$ cat src/rtl/combo_lock_param.sv
// Parametrised keypad combination lock with entry-length checking and multi-key rejection.
// Optional timed lockout after MAX_TRIES consecutive failures: define COMBO_LOCK_LOCKOUT_EN.
module combo_lock_param #(
  parameter int DIGITS         = 4,
  parameter int KEYS           = 10,
  parameter int MAX_TRIES      = 3,
  parameter int LOCKOUT_CYCLES = 1000
) (
  input  logic            clk,
  input  logic            hard_rst_n,
  input  logic [KEYS-1:0] keypad,
  input  logic            enter,
  input  logic            prog,
  input  logic            clr,
  output logic            unlock,
  output logic            incorrect,
  output logic            lockout,
  output logic [15:0]     try_monitor,
  output logic            press_monitor
);

  localparam int DW = $clog2(KEYS);
  localparam int BW = DIGITS * DW;
  localparam int CW = $clog2(DIGITS + 2);
  localparam int FW = $clog2(MAX_TRIES + 1);

  typedef enum logic [1:0] {S_LOCKED, S_UNLOCKED, S_PROGRAM, S_LOCKOUT} state_t;

  state_t          state_q, state_d;
  logic [KEYS-1:0] key_prev_q;
  logic            enter_prev_q, prog_prev_q, clr_prev_q;
  logic [BW-1:0]   buf_q, buf_d, pwd_q, pwd_d;
  logic [CW-1:0]   cnt_q, cnt_d;
  logic            inv_q, inv_d;
  logic [FW-1:0]   fail_q, fail_d, fail_inc;
  logic [15:0]     try_q, try_d;
  logic            inc_q, inc_d, press_q, press_d;
  logic            key_ev, enter_ev, prog_ev, clr_ev, clear_entry, entry_ok;

  function automatic logic [DW-1:0] key_index(input logic [KEYS-1:0] k);
    key_index = '0;
    for (int i = 0; i < KEYS; i++)
      if (k[i]) key_index = DW'(i);
  endfunction

  assign key_ev   = (key_prev_q == '0) && (keypad != '0);
  assign enter_ev = enter & ~enter_prev_q;
  assign prog_ev  = prog & ~prog_prev_q;
  assign clr_ev   = clr & ~clr_prev_q;
  assign entry_ok = (cnt_q == CW'(DIGITS)) && !inv_q;
  assign fail_inc = (fail_q == FW'(MAX_TRIES)) ? fail_q : fail_q + FW'(1);

`ifdef COMBO_LOCK_LOCKOUT_EN
  localparam int LW = $clog2(LOCKOUT_CYCLES);
  logic [LW-1:0] lo_cnt_q, lo_cnt_d;
`else
  logic [31:0] unused_lockout_cycles;
  assign unused_lockout_cycles = LOCKOUT_CYCLES;
`endif

  always_comb begin
    state_d     = state_q;
    buf_d       = buf_q;
    cnt_d       = cnt_q;
    inv_d       = inv_q;
    pwd_d       = pwd_q;
    fail_d      = fail_q;
    try_d       = try_q;
    inc_d       = inc_q;
    press_d     = 1'b0;
    clear_entry = 1'b0;
`ifdef COMBO_LOCK_LOCKOUT_EN
    lo_cnt_d    = lo_cnt_q;
`endif
    if (state_q == S_LOCKOUT) begin
`ifdef COMBO_LOCK_LOCKOUT_EN
      if (lo_cnt_q == '0) begin
        state_d = S_LOCKED;
        fail_d  = '0;
      end else begin
        lo_cnt_d = lo_cnt_q - LW'(1);
      end
`else
      state_d = S_LOCKED;
`endif
    end else if (clr_ev) begin
      clear_entry = 1'b1;
      inc_d       = 1'b0;
    end else if (enter_ev) begin
      clear_entry = 1'b1;
      case (state_q)
        S_LOCKED: begin
          if (entry_ok && (buf_q == pwd_q)) begin
            state_d = S_UNLOCKED;
            fail_d  = '0;
          end else begin
            inc_d  = 1'b1;
            try_d  = (try_q == 16'hFFFF) ? try_q : try_q + 16'd1;
            fail_d = fail_inc;
`ifdef COMBO_LOCK_LOCKOUT_EN
            if (fail_inc == FW'(MAX_TRIES)) begin
              state_d  = S_LOCKOUT;
              lo_cnt_d = LW'(LOCKOUT_CYCLES - 1);
            end
`endif
          end
        end
        S_UNLOCKED: state_d = S_LOCKED;
        S_PROGRAM: begin
          if (entry_ok) begin
            pwd_d   = buf_q;
            state_d = S_LOCKED;
          end else begin
            inc_d = 1'b1;
          end
        end
        default: state_d = S_LOCKED;
      endcase
    end else if (prog_ev) begin
      clear_entry = 1'b1;
      if (state_q == S_UNLOCKED) state_d = S_PROGRAM;
    end else if (key_ev) begin
      press_d = 1'b1;
      inc_d   = 1'b0;
      if (cnt_q != CW'(DIGITS + 1)) cnt_d = cnt_q + CW'(1);
      if ($onehot(keypad)) buf_d = (buf_q << DW) | BW'(key_index(keypad));
      else                 inv_d = 1'b1;
    end
    // incorrect survives only the transition into LOCKOUT
    if (state_d != state_q) begin
      clear_entry = 1'b1;
      if (state_d != S_LOCKOUT) inc_d = 1'b0;
    end
    if (clear_entry) begin
      buf_d = '0;
      cnt_d = '0;
      inv_d = 1'b0;
    end
  end

  always_ff @(posedge clk) begin
    if (!hard_rst_n) begin
      state_q      <= S_LOCKED;
      key_prev_q   <= '0;
      enter_prev_q <= 1'b0;
      prog_prev_q  <= 1'b0;
      clr_prev_q   <= 1'b0;
      buf_q        <= '0;
      pwd_q        <= '0;
      cnt_q        <= '0;
      inv_q        <= 1'b0;
      fail_q       <= '0;
      try_q        <= '0;
      inc_q        <= 1'b0;
      press_q      <= 1'b0;
    end else begin
      state_q      <= state_d;
      key_prev_q   <= keypad;
      enter_prev_q <= enter;
      prog_prev_q  <= prog;
      clr_prev_q   <= clr;
      buf_q        <= buf_d;
      pwd_q        <= pwd_d;
      cnt_q        <= cnt_d;
      inv_q        <= inv_d;
      fail_q       <= fail_d;
      try_q        <= try_d;
      inc_q        <= inc_d;
      press_q      <= press_d;
    end
  end

`ifdef COMBO_LOCK_LOCKOUT_EN
  always_ff @(posedge clk) begin
    if (!hard_rst_n) lo_cnt_q <= '0;
    else             lo_cnt_q <= lo_cnt_d;
  end
  assign lockout = (state_q == S_LOCKOUT);
`else
  assign lockout = 1'b0;
`endif

  assign unlock        = (state_q == S_UNLOCKED);
  assign incorrect     = inc_q;
  assign try_monitor   = try_q;
  assign press_monitor = press_q;

endmodule

$ cat config.mk
export PLATFORM = sky130hd
export DESIGN_NAME = combo_lock_param
export DESIGN_NICKNAME = d
export VERILOG_FILES = /design/src/rtl/combo_lock_param.sv
export SDC_FILE = /design/constraint.sdc
export NUM_CORES = 1
export LEC_CHECK = 0
export ABC_CLOCK_PERIOD_IN_PS = 4600
export CELL_PAD_IN_SITES_DETAIL_PLACEMENT = 0
export CELL_PAD_IN_SITES_GLOBAL_PLACEMENT = 1
export CORE_MARGIN = 5
export CORE_UTILIZATION = 35
export DETAILED_ROUTE_END_ITERATION = 8
export GPL_TIMING_DRIVEN = 0
export PLACE_DENSITY = 0.69
export REMOVE_ABC_BUFFERS = 1
export SETUP_SLACK_MARGIN = 0.1
export SLEW_MARGIN = 5
export SYNTH_ARGS = -nofsm -noshare
export SYNTH_HDL_FRONTEND = slang
export SYNTH_SLANG_ARGS = --single-unit
$ cat constraint.sdc
create_clock -name clk -period 4.6 [get_ports clk]
set_input_delay 0.92 -clock clk [delete_from_list [all_inputs] [get_ports clk]]
set_output_delay 0.92 -clock clk [all_outputs]
set_load 0.05 [all_outputs]
After elaboration in Yosys (flattened, before gate mapping)
Cells that the tools add are included.

Flip-flop bits (word level): 69. Input port bits: 15. Output and inout bits: 20. Word-level logic and storage cells: 101.

$add $sub $neg: 11. Eq/ne operators: 10. Multiplexer cells: 39. Bitwise logic cells: 15. Reductions and logical operators: 14.

Operators with widths (number): $mux 4 (14); $reduce_and 6->1 (4); $add 16x1->16 const B (1); $eq 16x16->1 (1); $eq 16x16->1 const B (1); $mux 1 (16); $or 16x4->16 (1); $mux 2 (7); $not 1->1 (11); $add 1x1->2 (5); $logic_not 10->1 (1); $reduce_bool 10->1 (1); $add 2x2->3 (2); $reduce_and 5->1 (1); $reduce_or 5->1 (1); $add 3x3->4 (1); $add 4x2->4 (1); $eq 2x2->1 const B (2); $eq 4x1->1 const B (1); $pmux 2 s2 (1); $add 3x1->3 const B (1); $and 1x1->1 (3); $eq 3x3->1 const B (1); $logic_and 1x1->1 (3); 8 further kinds (8).

Longest topological paths before layout
Depth in word-level cells: 16. Gate-level depth with buffers: 16. Mapped depth without buffers: 14.

Least setup slack after synthesis
No wires, ideal clock.

Kind: in2reg. Start: input port keypad[0]. End: register buf_q[7]. Library setup time: 0.128 ns. Data arrival time: 4.178 ns. Required time: 4.472 ns. Setup slack: 0.294 ns. Stages on the path: 16. Buffers on the path: 2. Cells stage by stage: fa_1 > fa_1 > inv_1 > fa_1 > inv_1 > ha_1 > inv_1 > fa_1 > a2111oi_0 > a21oi_1 > nor2_1 > and3_4 > buf_12 > buf_12 > mux2i_1 > nor2_1.

Cells in the longest elaborated chain, start to end: 6. Elaborated cells between the ends (all ways): 8. Classes of those cells: 4 x add/sub; 1 x eq/ne; 3 x reduce/logical.

Ends and longest elaborated chain: from (decl) (RTL line 11) `input logic [KEYS-1:0] keypad,`; $add 1x1->2 (implied by the code) (RTL line 126) `if ($onehot(keypad)) buf_d = (buf_q << DW) | BW'(key_index(keypad));`; $add 2x2->3 (implied by the code) (RTL line 126); $add 3x3->4 (implied by the code) (RTL line 126); $add 4x2->4 (implied by the code) (RTL line 126); $eq 4x1->1 (RTL line 126); $reduce_and 6->1 (no source line) (*); to (signal assigned) (RTL line 162) `buf_q <= buf_d;`; to (decl) (RTL line 32) `logic [BW-1:0] buf_q, buf_d, pwd_q, pwd_d;`.

Mark *: on every way between the ends. The rest lies on a longest branch, timed or not. A chain may end at the register's enable or synchronous reset.

Final worst setup path
Start: input port keypad[0]. End: register buf_q[5].

Same word-level chain as after synthesis.

==> run_results.csv <==
group,metric,value,unit
timing,fmax,235,MHz
global_route,grt_use_total,13.0,%
finish,regArea,0.00138,mm^2
placement,place_inst,496,
timing,maxSlewViolCount,0,
finish,finalNetCount,430,
finish,multi_input_area,0.00173,mm^2
timing,timing.final.ws_setup,0.341,ns
placement,gp_congestion,0.739,
yosys,yosysWarnings,0,
yosys,netlist_area,0.00325,mm^2
outcome,outcome,"complete, no violations",
power_and_ir_drop,p_per_area,310,mW/mm^2
drt,num_vias,2590,
power_and_ir_drop,pwr-share-comb,11.9,%
power_and_ir_drop,clockPowerShare,37.8,%
power_and_ir_drop,p_sw,0.343,mW
drt,ant_nets,0,
yosys,async_reset_ff_share,0,%
yosys,yosys.area.top_type,"dfxtp_1",
yosys,ys.flop_type,"dfxtp_1",
hold_path,hp-class,"flip-flop to flip-flop",
placement,port_buffers,33,
worst_setup_path,arrival,4.47,ns
drt,drtIter0Drc,62,
power_and_ir_drop,p_int,0.868,mW
drt,drt_drc_violations_left,0,
timing,tightest_slew,1.12,ns
timing,finalSetupViolCount,0,
floorplan,fp.dieW,106,um
floorplan,core,0.00915,mm^2
clock_tree,numClockSinks,69,
worst_setup_path,reg2reg_slack,2.09,ns
yosys,synth_cells,367,
power_and_ir_drop,swShare,28.3,%
timing,relSlewSlack,25.4,%
worst_setup_path,critPathKind,"primary input to flip-flop",
finish,final_cell_mix,"69 x dfxtp_1, 48 x nand2_1, 40 x nor2_1, 29 x a21oi_1, 27 x clkdlybuf4s50_1",
global_route,grt_max_degree,37,
yosys,synth_edf_count,0,
finish,drive_above_1_share,9.34,%
timing,hold_violations,0,
yosys,synth_seq_cells,69,
floorplan,num_rows,35,
yosys,synth_top_area_share,42.5,%
worst_setup_path,crit_path_start_kind,"primary input",
finish,finalNonFillerCells,518,
clock_tree,clock_latency,0.35,ns
power_and_ir_drop,power,1.21,mW
drt,viasPerCell,5.00,
worst_setup_path,endpoint_kind,"flip-flop",
timing,finClkSkew,0.0109,ns
power_and_ir_drop,p_leak,1.51,nW
worst_setup_path,required,4.81,ns
global_route,antenna_found_initial,0,
floorplan,pin_count,35,
clock_tree,htreeDepth,3,
power_and_ir_drop,power_frac_seq,50.3,%
yosys,synth_cell_type_count,52,
clock_tree,cts.reportedPaths.clkPinSlew,0.08,ns
flow_run,drv_cap,0,
floorplan,dieArea,0.0113,mm^2
global_route,grt_pass1_vias,2550,
clock_tree,cts_made_buffers,9,
floorplan,die_h,106,um
yosys,synth-seq-area-share,42.5,%
timing,rsz0062_at_grt,"no",
yosys,synth_area_leaders,"dfxtp_1 43%, nand2_1 5.5%, xor2_1 5.1%, mux2i_1 4.9%, nor2_1 4.7%",
clock_tree,root_buffer,"clkbuf_8",
yosys,syn_avg_cell_area,8.85,um^2
global_route,overflow,0,
drt,drt_pass1_iterations,4,
finish,design_area,0.00391,mm^2
placement,place_area,0.00362,mm^2
finish,fillCellCount,938,
drt,wl_per_cell,13.4,um
timing,post-route-period-util,92.6,%
worst_setup_path,crit_fanout,5,
global_route,grt_pass1_wl,11.7,mm
placement,hpwl,4.77,mm
drt,wl,6.97,mm
clock_tree,tritoncts,"built",
floorplan,start_util,35.5,%
finish,syn2layout_area_growth,20.4,%
timing,holdWs,0.468,ns
power_and_ir_drop,peakVddDrop,168,uV
finish,antennaDiodeCount,0,
clock_tree,cts_buffer_depth,2,
timing,fin_crit,4.26,ns
placement,dp_slack,-0.639,ns
finish,final_common_cell,"dfxtp_1",
[per-layer routing]
metal | global-route usage [%] | part of all wire, % | vias to the layer above
met3 | 4.19 | 4.6 | 10
li1 | - | - | 1319
met4 | 4.44 | 1.4 | 0
met1 | 15.8 | 47 | 1219
met5 | 0 | 0 | -
met2 | 21.5 | 47 | 42
[area by class of cell]
type                    count  area share (%)
multi-input cells         263            44.3
flip-flops and latches     69            35.3
repair buffers             39            10.3
well taps                 111            3.55
clock buffers               9            3.17
inverters                  20            1.92
clock inverters             7            1.47
[synthesized netlist by cell type (2+ instances only)]
cell type and instances:
dfxtp_1 69, nand2_1 48, nor2_1 41, a21oi_1 29, inv_1 19, xor2_1 19
mux2i_1 16, clkbuf_1 10, nand3_1 9, and2_1 8, ha_1 7, nor3_1 7
and3_1 6, fa_1 6, nor4_1 6, nand2b_1 5, nand4_1 5, or4_1 5
o21ai_0 4, xnor2_1 4, o2111ai_1 3, o211ai_1 3, o31ai_1 3, a31o_2 2
and3_4 2, buf_12 2, buf_4 2, o21a_1 2, o21bai_1 2
[path summary, 6_finish.rpt]
check                                              endpoint  cells past startpoint              startpoint
worst max-delay path                  buf_q[5]$_SDFFE_PP0P_                     16               keypad[0]
worst min-delay path                  pwd_q[3]$_SDFFE_PN0P_                      2   pwd_q[3]$_SDFFE_PN0P_
worst min register to register        pwd_q[3]$_SDFFE_PN0P_                      2   pwd_q[3]$_SDFFE_PN0P_
worst max register to register  try_monitor[7]$_SDFFE_PN0P_                      6  buf_q[10]$_SDFFE_PP0P_
[worst max-delay path, stage by stage]
cell,delay (ns)
dlygate4sd2_1,0.26
fa_1,0.50
fa_1,0.51
inv_1,0.05
fa_1,0.43
inv_1,0.10
ha_4,0.15
inv_1,0.05
fa_2,0.36
a2111oi_4,0.19
a21oi_1,0.09
nor2_2,0.15
and3_4,0.23
bufbuf_16,0.27
mux2i_1,0.17
nor2_1,0.05
[cell families (layout without fill, tap and decap cells)]
group | count (synthesis) | count (layout) | share of synthesized area [%]
buffers and inverters | 35 | 75 | 5.32
XOR/XNOR | 23 | 23 | 6.20
AO/OA/AOI/OAI | 60 | 60 | 12.2
AND/OR/NAND/NOR | 150 | 150 | 22.3
adder cells (fa/ha/maj) | 13 | 13 | 6.39
other | 1 | 1 | 0.115
flip-flops | 69 | 69 | 42.5
multiplexers | 16 | 16 | 4.93
[state kept, by name, indices dropped and copies added (netlist names)]
name / flops
buf_q: 16
clr_prev_q: 1
cnt_q: 3
enter_prev_q: 1
incorrect: 1
inv_q: 1
key_prev_q: 10
press_monitor: 1
prog_prev_q: 1
pwd_q: 16
state_q: 2
try_monitor: 16
[per-stage QoR]
| step | utilization (%) | TNS (ns) |
|---|---|---|
| after floorplan | - | 0 |
| after global placement | 39.5 | -7.90 |
| after detailed placement | 39.5 | -9.26 |
| after CTS | 42.4 | 0 |
| after global routing | 42.7 | 0 |
| final | 42.7 | 0 |
[power by group through the flow]
stage	clock [mW]	sequential (mW)	combinational, mW
3_3_place_gp	0	0.623	0.121
3_5_place_dp	0	0.623	0.123
6_report	0.458	0.609	0.145
5_1_grt	0.502	0.610	0.162
2_1_floorplan	0	0.628	0.0733
4_1_cts	0.477	0.609	0.134
[timing repair]
item                       CTS  global route
pin swaps                    3             2
hold buffers                 0             0
setup endpoints to repair   16             1
setup buffers                4             1
gates cloned                 1             0
gates resized for setup     11             5
Power figures use the tool's default switching activity.
